## src/rtl/mem_port_arbiter.sv

```systemverilog
// rtl/mem_port_arbiter.sv - fetch/data arbiter for one single-port unified memory (optional watchdog: ARB_TIMEOUT_EN)
module mem_port_arbiter #(
   parameter int ADDRESS_WIDTH  = 32,
   parameter int DATA_WIDTH     = 32,
   parameter int TIMEOUT_CYCLES = 255
) (
   input  logic                     i_CLK,
   input  logic                     i_RST,
   input  logic                     i_IReqF,
   input  logic [ADDRESS_WIDTH-1:0] i_IAddrF,
   output logic [DATA_WIDTH-1:0]    o_InstrF,
   input  logic                     i_DReqM,
   input  logic                     i_DWeM,
   input  logic [ADDRESS_WIDTH-1:0] i_DAddrM,
   input  logic [DATA_WIDTH-1:0]    i_DWdataM,
   output logic [DATA_WIDTH-1:0]    o_ReadDataM,
   input  logic                     i_StallExtF,
   output logic                     o_MemStall,
   output logic                     o_MemReq,
   output logic                     o_MemWe,
   output logic [ADDRESS_WIDTH-1:0] o_MemAddr,
   output logic [DATA_WIDTH-1:0]    o_MemWdata,
   input  logic [DATA_WIDTH-1:0]    i_MemRdata,
   input  logic                     i_MemReady,
   output logic                     o_Timeout
);

   typedef enum logic [1:0] {
      IDLE   = 2'd0,
      D_BUSY = 2'd1,
      I_BUSY = 2'd2
   } state_t;

   state_t                r_state;
   logic                  r_idone;
   logic                  r_ddone;
   logic [DATA_WIDTH-1:0] r_ibuf;
   logic [DATA_WIDTH-1:0] r_dbuf;

   logic w_dpend;
   logic w_ipend;
   logic w_dnow;
   logic w_inow;
   logic w_stall;
   logic w_dclr;
   logic w_iclr;

   // A requester is pending while it asks and its result is not yet buffered.
   assign w_dpend = i_DReqM & ~r_ddone;
   assign w_ipend = i_IReqF & ~r_idone;
   assign w_dnow  = (r_state == D_BUSY) & i_MemReady;
   assign w_inow  = (r_state == I_BUSY) & i_MemReady;

   // A completion arriving this cycle releases its requester without waiting for the buffer.
   assign w_stall = (i_IReqF & ~r_idone & ~w_inow) | (i_DReqM & ~r_ddone & ~w_dnow);

   // Pipeline advance consumes buffered results; fetch also waits for the hazard unit.
   assign w_dclr = ~w_stall;
   assign w_iclr = ~w_stall & ~i_StallExtF;

   assign o_MemStall  = w_stall;
   assign o_MemReq    = (r_state != IDLE);
   assign o_MemWe     = (r_state == D_BUSY) & i_DWeM;
   assign o_MemAddr   = (r_state == D_BUSY) ? i_DAddrM : i_IAddrF;
   assign o_MemWdata  = i_DWdataM;
   assign o_ReadDataM = r_ddone ? r_dbuf : i_MemRdata;
   assign o_InstrF    = r_idone ? r_ibuf : i_MemRdata;

   // Access sequencer: data first (older instruction), back-to-back hand-off on completion.
   always_ff @(posedge i_CLK or negedge i_RST) begin
      if (!i_RST) begin
         r_state <= IDLE;
      end else begin
         case (r_state)
            IDLE: begin
               if (w_dpend) begin
                  r_state <= D_BUSY;
               end else if (w_ipend) begin
                  r_state <= I_BUSY;
               end
            end
            D_BUSY: begin
               if (i_MemReady) begin
                  r_state <= w_ipend ? I_BUSY : IDLE;
               end
            end
            I_BUSY: begin
               if (i_MemReady) begin
                  r_state <= w_dpend ? D_BUSY : IDLE;
               end
            end
            default: r_state <= IDLE;
         endcase
      end
   end

   // Done flags: consumption on pipeline advance wins over a same-cycle completion.
   always_ff @(posedge i_CLK or negedge i_RST) begin
      if (!i_RST) begin
         r_ddone <= 1'b0;
         r_idone <= 1'b0;
      end else begin
         if (w_dclr) begin
            r_ddone <= 1'b0;
         end else if (w_dnow) begin
            r_ddone <= 1'b1;
         end
         if (w_iclr) begin
            r_idone <= 1'b0;
         end else if (w_inow & i_IReqF) begin
            r_idone <= 1'b1;
         end
      end
   end

   // Result buffers: loads only for data, and a flushed fetch is discarded.
   always_ff @(posedge i_CLK or negedge i_RST) begin
      if (!i_RST) begin
         r_dbuf <= '0;
         r_ibuf <= '0;
      end else begin
         if (w_dnow & ~i_DWeM) begin
            r_dbuf <= i_MemRdata;
         end
         if (w_inow & i_IReqF) begin
            r_ibuf <= i_MemRdata;
         end
      end
   end

`ifdef ARB_TIMEOUT_EN
   localparam int WDOG_W = ($clog2(TIMEOUT_CYCLES + 1) > 8) ? $clog2(TIMEOUT_CYCLES + 1) : 8;
   localparam logic [WDOG_W:0] WDOG_LIMIT = (WDOG_W + 1)'(TIMEOUT_CYCLES);

   logic [WDOG_W-1:0] r_wdog;
   logic              r_timeout;
   logic [WDOG_W:0]   w_wdog_next;

   assign w_wdog_next = {1'b0, r_wdog} + 1'b1;
   assign o_Timeout   = r_timeout;

   // Watchdog: counts busy cycles without a response; the flag is sticky until reset.
   always_ff @(posedge i_CLK or negedge i_RST) begin
      if (!i_RST) begin
         r_wdog    <= '0;
         r_timeout <= 1'b0;
      end else if ((r_state == IDLE) || i_MemReady) begin
         r_wdog <= '0;
      end else begin
         if (r_wdog != '1) begin
            r_wdog <= w_wdog_next[WDOG_W-1:0];
         end
         if (w_wdog_next >= WDOG_LIMIT) begin
            r_timeout <= 1'b1;
         end
      end
   end
`else
   // Watchdog not built; the constant-false compare keeps the parameter referenced.
   assign o_Timeout = (TIMEOUT_CYCLES < 0);
`endif

endmodule

```

## config.mk

```make
export PLATFORM = sky130hd
export DESIGN_NAME = mem_port_arbiter
export DESIGN_NICKNAME = d
export VERILOG_FILES = /design/src/rtl/mem_port_arbiter.sv
export SDC_FILE = /design/constraint.sdc
export NUM_CORES = 1
export LEC_CHECK = 0
export ABC_AREA = 1
export BUFFER_PORTS_ARGS = -buffer_cell sky130_fd_sc_hd__buf_2
export CORE_AREA = 2 2 103 105
export CTS_CLUSTER_DIAMETER = 150
export DETAILED_ROUTE_END_ITERATION = 8
export DIE_AREA = 0 0 105 107
export GPL_TIMING_DRIVEN = 0
export HOLD_SLACK_MARGIN = 0.05
export PLACE_DENSITY = 0.76
export SETUP_SLACK_MARGIN = 0.4
export SYNTH_ARGS = -nofsm -noshare
export SYNTH_HDL_FRONTEND = slang
export SYNTH_SLANG_ARGS = --single-unit
export TNS_END_PERCENT = 20
```

## constraint.sdc

```tcl
create_clock -name i_CLK -period 1.35 [get_ports i_CLK]
set_input_delay 0.27 -clock i_CLK [delete_from_list [all_inputs] [get_ports i_CLK]]
set_output_delay 0.27 -clock i_CLK [all_outputs]
set_load 0.1 [all_outputs]
```

==> impl_summary.txt, run 1 <==
----------------------------------------------------
[STA]
  FMAX ... 537 MHz
  Setup-violating endpoint count in the final report ... 160
  Tightest slew margin relative to the limit ... 0.407
  Time the worst path needs with I/O delays and setup ... 1.86 ns
  Clock skew after layout ... 0.00869 ns
  Setup repair after global routing missed its margin ... true
  Count of endpoints failing hold in the final timing report ... 0
  Slew Limit Fails ... 0
  Post-route fraction of the period consumed by the critical path ... 1.38
  Slew @ Worst Pin ... 0.890 ns
  Worst hold margin ... 0.0173 ns
  Crit path setup slack, layout ... -0.513 ns
  Total Neg Setup Slack ... -56.82 ns

[Placement]
  Placed wire-length estimate after detailed placement ... 11,600 um
  Post-place instance area ... 6190 um^2
  Number of input and output port buffers inserted ... 232
  Placer Congestion ... 0.884
  Count of placed standard cells including taps ... 929

[Logic synthesis]
  Flop and latch count out of synthesis ... 68
  Post-synth net total ... 696
  Most numerous cell types in the synthesized netlist ... 236 x sky130_fd_sc_hd__nand2_1, 94 x sky130_fd_sc_hd__o21ai_0, 68 x sky130_fd_sc_hd__dfrtp_1
  EDFF count, synth ... 0
  Most area-consuming cells after synthesis ... sky130_fd_sc_hd__dfrtp_1 43%, sky130_fd_sc_hd__nand2_1 23%, sky130_fd_sc_hd__o21ai_0 12%
  Total of warnings raised by yosys ... 0
  Synthesized netlist cell count ... 561
  Post-synth top area cell ... sky130_fd_sc_hd__dfrtp_1
  Count of distinct cell types in the synthesized netlist ... 17
  Main synth FF type ... sky130_fd_sc_hd__dfrtp_1
  Ys async rst share ... 1.00
  Top cell type's share of synthesized area ... 0.433
  Seq/Total Area, Yosys ... 0.433
  Syn Area/Cell ... 7.00 um^2
  Most frequent cell after synthesis ... sky130_fd_sc_hd__nand2_1
  Post-Syn Area ... 3930 um^2

[Clocking]
  Clock network latency to the later pin of the worst-skew pair ... 0.36 ns
  Maximum count of clock buffers along a single path ... 2
  Library cell used as clock root buffer ... sky130_fd_sc_hd__clkbuf_8
  Clk sinks ... 68
  # H-tree levels ... 3
  CTS Hold Bufs ... 0
  Number of buffers created by CTS ... 9
  Clock transition at the register clock pins on the worst setup and hold paths after CTS ... 0.08 ns
  CTS tree ... yes

[Worst setup path]
  Kind of start point of the critical path ... flop
  Req. time, crit path ... 1.08 ns
  Critical path arrival ... 1.59 ns
  Largest driver fanout on the critical path ... 5
  Critical path capture point type ... output port
  Type of the worst setup path ... flop to output port

[Floorplanning]
  I/O pin count ... 267
  Core outline area ... 10,100 um^2
  Vertical die dimension ... 107 um
  Site row count ... 37
  Overall die width ... 105 um
  Area of the die ... 11,200 um^2
  Initial core utilization ... 0.389

[Run]
  Max-capacitance violation count ... 0

[Hold path]
  Hold crit path type ... primary input to async pin

[Routing]
  Via/cell ratio ... 5.38
  First drt pass iteration count ... 6
  Routed length per placed instance ... 20.7 um
  Total via count in the routed design ... 5,261
  Aggregate routed wire length ... 20,300 um
  Antenna Nets Post-Route ... 0
  Number of DRC markers in iteration 0 ... 400
  Residual DRC ... 0

[Run status]
  Violations in the final reports ... setup timing
  Status ... complete, but fails checks

[Global route]
  Global routing usage summed across all routing layers ... 0.336
  Maximum number of pins on one net before global-route repair ... 69
  Global-route wire length before repair ... 29,000 um
  Aggregate global routing overflow ... 0
  Number of antenna violations at the first check in global routing ... 1
  Vias in the first global route ... 5,305

[Cells and area]
  Number of standard cells in the layout, taps in and fillers out ... 978
  Ratio of cells with drive above 1 in the final layout ... 0.643
  Cell area after layout ... 8870 um^2
  Number of inserted diodes ... 0
  Area growth from synthesis to layout ... 126%
  Total Nets Final ... 972

----------------------------------------------------
## through the flow
step / worst slack, ns / util
floorplan: -0.225 / -
global placement: -0.698 / 0.613
detailed placement: -0.729 / 0.613
CTS: -0.508 / 0.844
global route: -0.576 / 0.879
finish: -0.513 / 0.879
## final timing paths
check,start,endpoint,slack (ns),cells after the start
worst max-delay path,r_state[1],o_MemAddr[14],-0.51,6
worst min-delay path,i_RST,r_dbuf[24],0.02,1
worst max register to register,r_state[1],r_dbuf[21],-0.43,8
worst min register to register,r_dbuf[7],r_dbuf[7],0.50,2
max in group asynchronous,i_RST,r_ddone,0.68,1
min in group i_CLK,i_MemReady,r_state[0],0.27,2
## metal layers
metal | vias to the layer above | part of all wire | global-route usage
met3 | 78 | 0.065 | 0.0833
met4 | 2 | 0.039 | 0.118
li1 | 2289 | - | -
met1 | 2572 | 0.35 | 0.367
met2 | 320 | 0.54 | 0.631
met5 | - | 0.00059 | 0
## critical path, cell delays in order, from the launching register on
cell	delay (ns)
sky130_fd_sc_hd__dfrtp_1	0.39
sky130_fd_sc_hd__buf_6	0.15
sky130_fd_sc_hd__nor2_4	0.17
sky130_fd_sc_hd__buf_6	0.14
sky130_fd_sc_hd__nand2_1	0.08
sky130_fd_sc_hd__nand2_2	0.12
sky130_fd_sc_hd__buf_12	0.18
## final cells by class
type                            instances  area (um^2)
Buffer                                 68          816
Tap cell                              136          170
Clock buffer                           12          165
Sequential cell                        68         1700
Multi-Input combinational cell        382         2750
Clock inverter                          4         31.3
Timing Repair Buffer                  264         3060
Inverter                               44          178
Fill cell                             431         1220
## timing repair
action	CTS	global route
pin swaps	10	14
endpoints found under the setup margin	199	167
gates cloned	7	4
buffers inserted	14	8
gates resized for setup	547	81
## sequential cells by signal, summed over array words and instances (netlist names)
signal and count:
r_dbuf 32, r_ibuf 32, r_state 2, r_ddone 1
r_idone 1
## cells by family after synthesis
family                 after synthesis  synth area share
and+or+nand+nor                    249             0.249
AOI/OAI and AO/OA                  131             0.168
buffers and inverters              112             0.149
DFF                                 68             0.433
other                                1          0.000955
## cells in the final DEF (no fill, tap or decap), types with 2 or more instances in the layout
cell                           n
sky130_fd_sc_hd__nand2_2     101
sky130_fd_sc_hd__o21ai_2       5
sky130_fd_sc_hd__o21ai_4      64
sky130_fd_sc_hd__nand3_4       2
sky130_fd_sc_hd__clkbuf_16    15
sky130_fd_sc_hd__buf_4        89
sky130_fd_sc_hd__dfrtp_1      67
sky130_fd_sc_hd__clkinvlp_4    3
sky130_fd_sc_hd__inv_4         3
sky130_fd_sc_hd__buf_12      100
sky130_fd_sc_hd__nand2_4      11
sky130_fd_sc_hd__o21ai_0       9
sky130_fd_sc_hd__inv_1        39
sky130_fd_sc_hd__buf_2       102
sky130_fd_sc_hd__o21ai_1      51
sky130_fd_sc_hd__nand2_1     124
sky130_fd_sc_hd__nor2_4        2
sky130_fd_sc_hd__buf_6        17
sky130_fd_sc_hd__inv_6         2
sky130_fd_sc_hd__clkbuf_8     13
sky130_fd_sc_hd__nand3_1       6
sky130_fd_sc_hd__buf_8         7
Power of run 1 is not shown: default switching activity piles up to over one toggle a cycle in this logic, so the estimate is an artifact.
==> run 2, diff against run 1 <==
--- a/config.mk
+++ b/config.mk
@@ -6,7 +6,7 @@
 export NUM_CORES = 1
 export LEC_CHECK = 0
 export ABC_AREA = 1
-export BUFFER_PORTS_ARGS = -buffer_cell sky130_fd_sc_hd__buf_2
+export BUFFER_PORTS_ARGS = -buffer_cell sky130_fd_sc_hd__buf_4
 export CORE_AREA = 2 2 103 105
 export CTS_CLUSTER_DIAMETER = 150
 export DETAILED_ROUTE_END_ITERATION = 8
==> run 2 against run 1 <==
Net effect:
- first-iteration DRC count shrank 4.0%
- sequential share of layout area shrank 0.27 points
- the run still ends with setup timing left
- setup slack lost 0.060 ns
- non-clock buffer count shrank 3
- critical endpoint is now o_MemStall
- worst hold slack gained 0.0051 ns
- utilization grew 1.3 points
- routed wire length grew 1.4%
==> impl_summary.txt, run 2 (same netlist as run 1, synthesis figures left out) <==
----------------------------------------------------
[Routing]
  Antenna Nets Post-Route ... 0
  First drt pass iteration count ... 6
  Number of DRC markers in iteration 0 ... 384
  Routed length per placed instance ... 21.1 um
  Aggregate routed wire length ... 20,600 um
  Residual DRC ... 0
  Via/cell ratio ... 5.47
  Total via count in the routed design ... 5,323

[Placement]
  Post-place instance area ... 6770 um^2
  Number of input and output port buffers inserted ... 232
  Placer Congestion ... 0.825
  Placed wire-length estimate after detailed placement ... 11,800 um
  Count of placed standard cells including taps ... 929

[Cells and area]
  Commonest non-fill, non-tap cell in the layout ... sky130_fd_sc_hd__buf_4
  Number of standard cells in the layout, taps in and fillers out ... 974
  Fillers ... 422
  Cell area after layout ... 9000 um^2
  Ratio of cells with drive above 1 in the final layout ... 0.616
  Total Nets Final ... 968
  Area growth from synthesis to layout ... 129%
  Top library cells by usage in the layout, fill and taps aside ... 186 x sky130_fd_sc_hd__buf_4, 144 x sky130_fd_sc_hd__nand2_1, 94 x sky130_fd_sc_hd__buf_12, 85 x sky130_fd_sc_hd__nand2_2, 66 x sky130_fd_sc_hd__dfrtp_1
  Number of inserted diodes ... 0
  Largest registers in the final layout ... r_dbuf (32), r_ibuf (32), r_state (2)

[STA]
  Count of endpoints failing hold in the final timing report ... 0
  Clock skew after layout ... 0.0151 ns
  Crit path setup slack, layout ... -0.574 ns
  Slew @ Worst Pin ... 0.868 ns
  FMAX ... 520 MHz
  Setup repair after global routing missed its margin ... true
  Slew Limit Fails ... 0
  Tightest slew margin relative to the limit ... 0.421
  Setup-violating endpoint count in the final report ... 163
  Time the worst path needs with I/O delays and setup ... 1.92 ns
  Post-route fraction of the period consumed by the critical path ... 1.42

[Global route]
  Aggregate global routing overflow ... 0
  Global routing usage summed across all routing layers ... 0.336
  Number of antenna violations at the first check in global routing ... 0
  Global-route wire length before repair ... 29,100 um
  Vias in the first global route ... 5,309
  Maximum number of pins on one net before global-route repair ... 69

[Worst setup path]
  Critical path capture point type ... output port
  Req. time, crit path ... 1.08 ns
  Reg-to-reg setup timing slack ... -0.32 ns
  Kind of start point of the critical path ... flop
  Type of the worst setup path ... flop to output port
  Critical path arrival ... 1.65 ns
  Largest driver fanout on the critical path ... 3

[Run status]
  Status ... complete, but fails checks
  Violations in the final reports ... setup timing

[Clocking]
  Number of buffers created by CTS ... 9
  Clock transition at the register clock pins on the worst setup and hold paths after CTS ... 0.09 ns
  CTS Hold Bufs ... 0
  Library cell used as clock root buffer ... sky130_fd_sc_hd__clkbuf_8
  Clock network latency to the later pin of the worst-skew pair ... 0.37 ns
  CTS tree ... yes
  # H-tree levels ... 3
  Clk sinks ... 68
  Maximum count of clock buffers along a single path ... 2

[Floorplanning]
  Site row count ... 37
  Initial core utilization ... 0.389
  Vertical die dimension ... 107 um
  Area of the die ... 11,200 um^2
  Core outline area ... 10,100 um^2
  Overall die width ... 105 um
  I/O pin count ... 267

[Power and ir drop]
  Leak ... 0.00434 uW
  Areal power density over the cells ... 2980 nW/um^2
  Worst supply voltage drop on vdd ... 2.03 mV

[Hold path]
  Hold crit path type ... primary input to async pin

[Run]
  Max-capacitance violation count ... 0

----------------------------------------------------
==> run 2: worst paths after layout <==
kind	from	end	depth (start not counted)
setup / recovery	r_state[1]	o_MemStall	7
hold / removal	i_RST	r_dbuf[4]	1
setup reg to reg	r_state[1]	r_dbuf[4]	7
hold reg to reg	r_ibuf[8]	r_ibuf[8]	2
max in group asynchronous	i_RST	r_ddone	1
min in group i_CLK	i_StallExtF	r_idone	5
==> run 2: layout make-up <==
cell class	instances	area, um^2	share of cell area
Clock inverter	6	63.8	0.00709
Timing Repair Buffer	261	3300	0.366
Multi-Input combinational cell	381	2660	0.296
Clock buffer	10	128	0.0142
Inverter	44	183	0.0203
Tap cell	136	170	0.0189
Buffer	68	793	0.0881
Sequential cell	68	1700	0.189
==> run 2: metrics by stage <==
step,utilization,TNS [ns],setup slack (ns),total power [uW],hold slack (ns)
finish,0.892,-58.32,-0.574,26900,0.0224
global route,0.892,-64.35,-0.631,27500,0.0947
CTS,0.862,-48.66,-0.510,25300,0.0629
detailed placement,0.671,-40.33,-0.581,19300,0.436
global placement,0.671,-36.88,-0.558,19000,0.420
floorplan,-,-18.58,-0.225,16300,-0.0256
==> run 2: power by group <==
part | internal, uW | switching (uW) | leakage, uW
combinational | 7490 | 13700 | 0.00339
sequential | 3060 | 854 | 0.000849
clock | 855 | 942 | 0.0000927
==> run 2: repair_timing <==
item | CTS | global route
pin swaps | 13 | 10
buffers inserted | 14 | 6
endpoints found under the setup margin | 167 | 167
gates cloned | 6 | 3
resized for setup | 398 | 76
==> run 2: critical path, cell delays in order, from the launching register on <==
cell	delay (ns)
sky130_fd_sc_hd__dfrtp_1	0.39
sky130_fd_sc_hd__buf_6	0.14
sky130_fd_sc_hd__buf_4	0.14
sky130_fd_sc_hd__inv_1	0.11
sky130_fd_sc_hd__nand3_1	0.14
sky130_fd_sc_hd__nand2_2	0.11
sky130_fd_sc_hd__nand2_2	0.09
sky130_fd_sc_hd__buf_12	0.17
==> run 2: per-layer routing <==
| metal | wire length [um] | up-vias | share of wire | global-route usage |
|---|---|---|---|---|
| met1 | 6960 | 2581 | 0.34 | 0.377 |
| met4 | 726 | 0 | 0.035 | 0.109 |
| li1 | - | 2282 | - | - |
| met5 | 0 | - | 0 | 0 |
| met3 | 1730 | 72 | 0.084 | 0.0845 |
| met2 | 11100 | 388 | 0.54 | 0.623 |
Note: power is estimated with default switching activity, not from simulation.
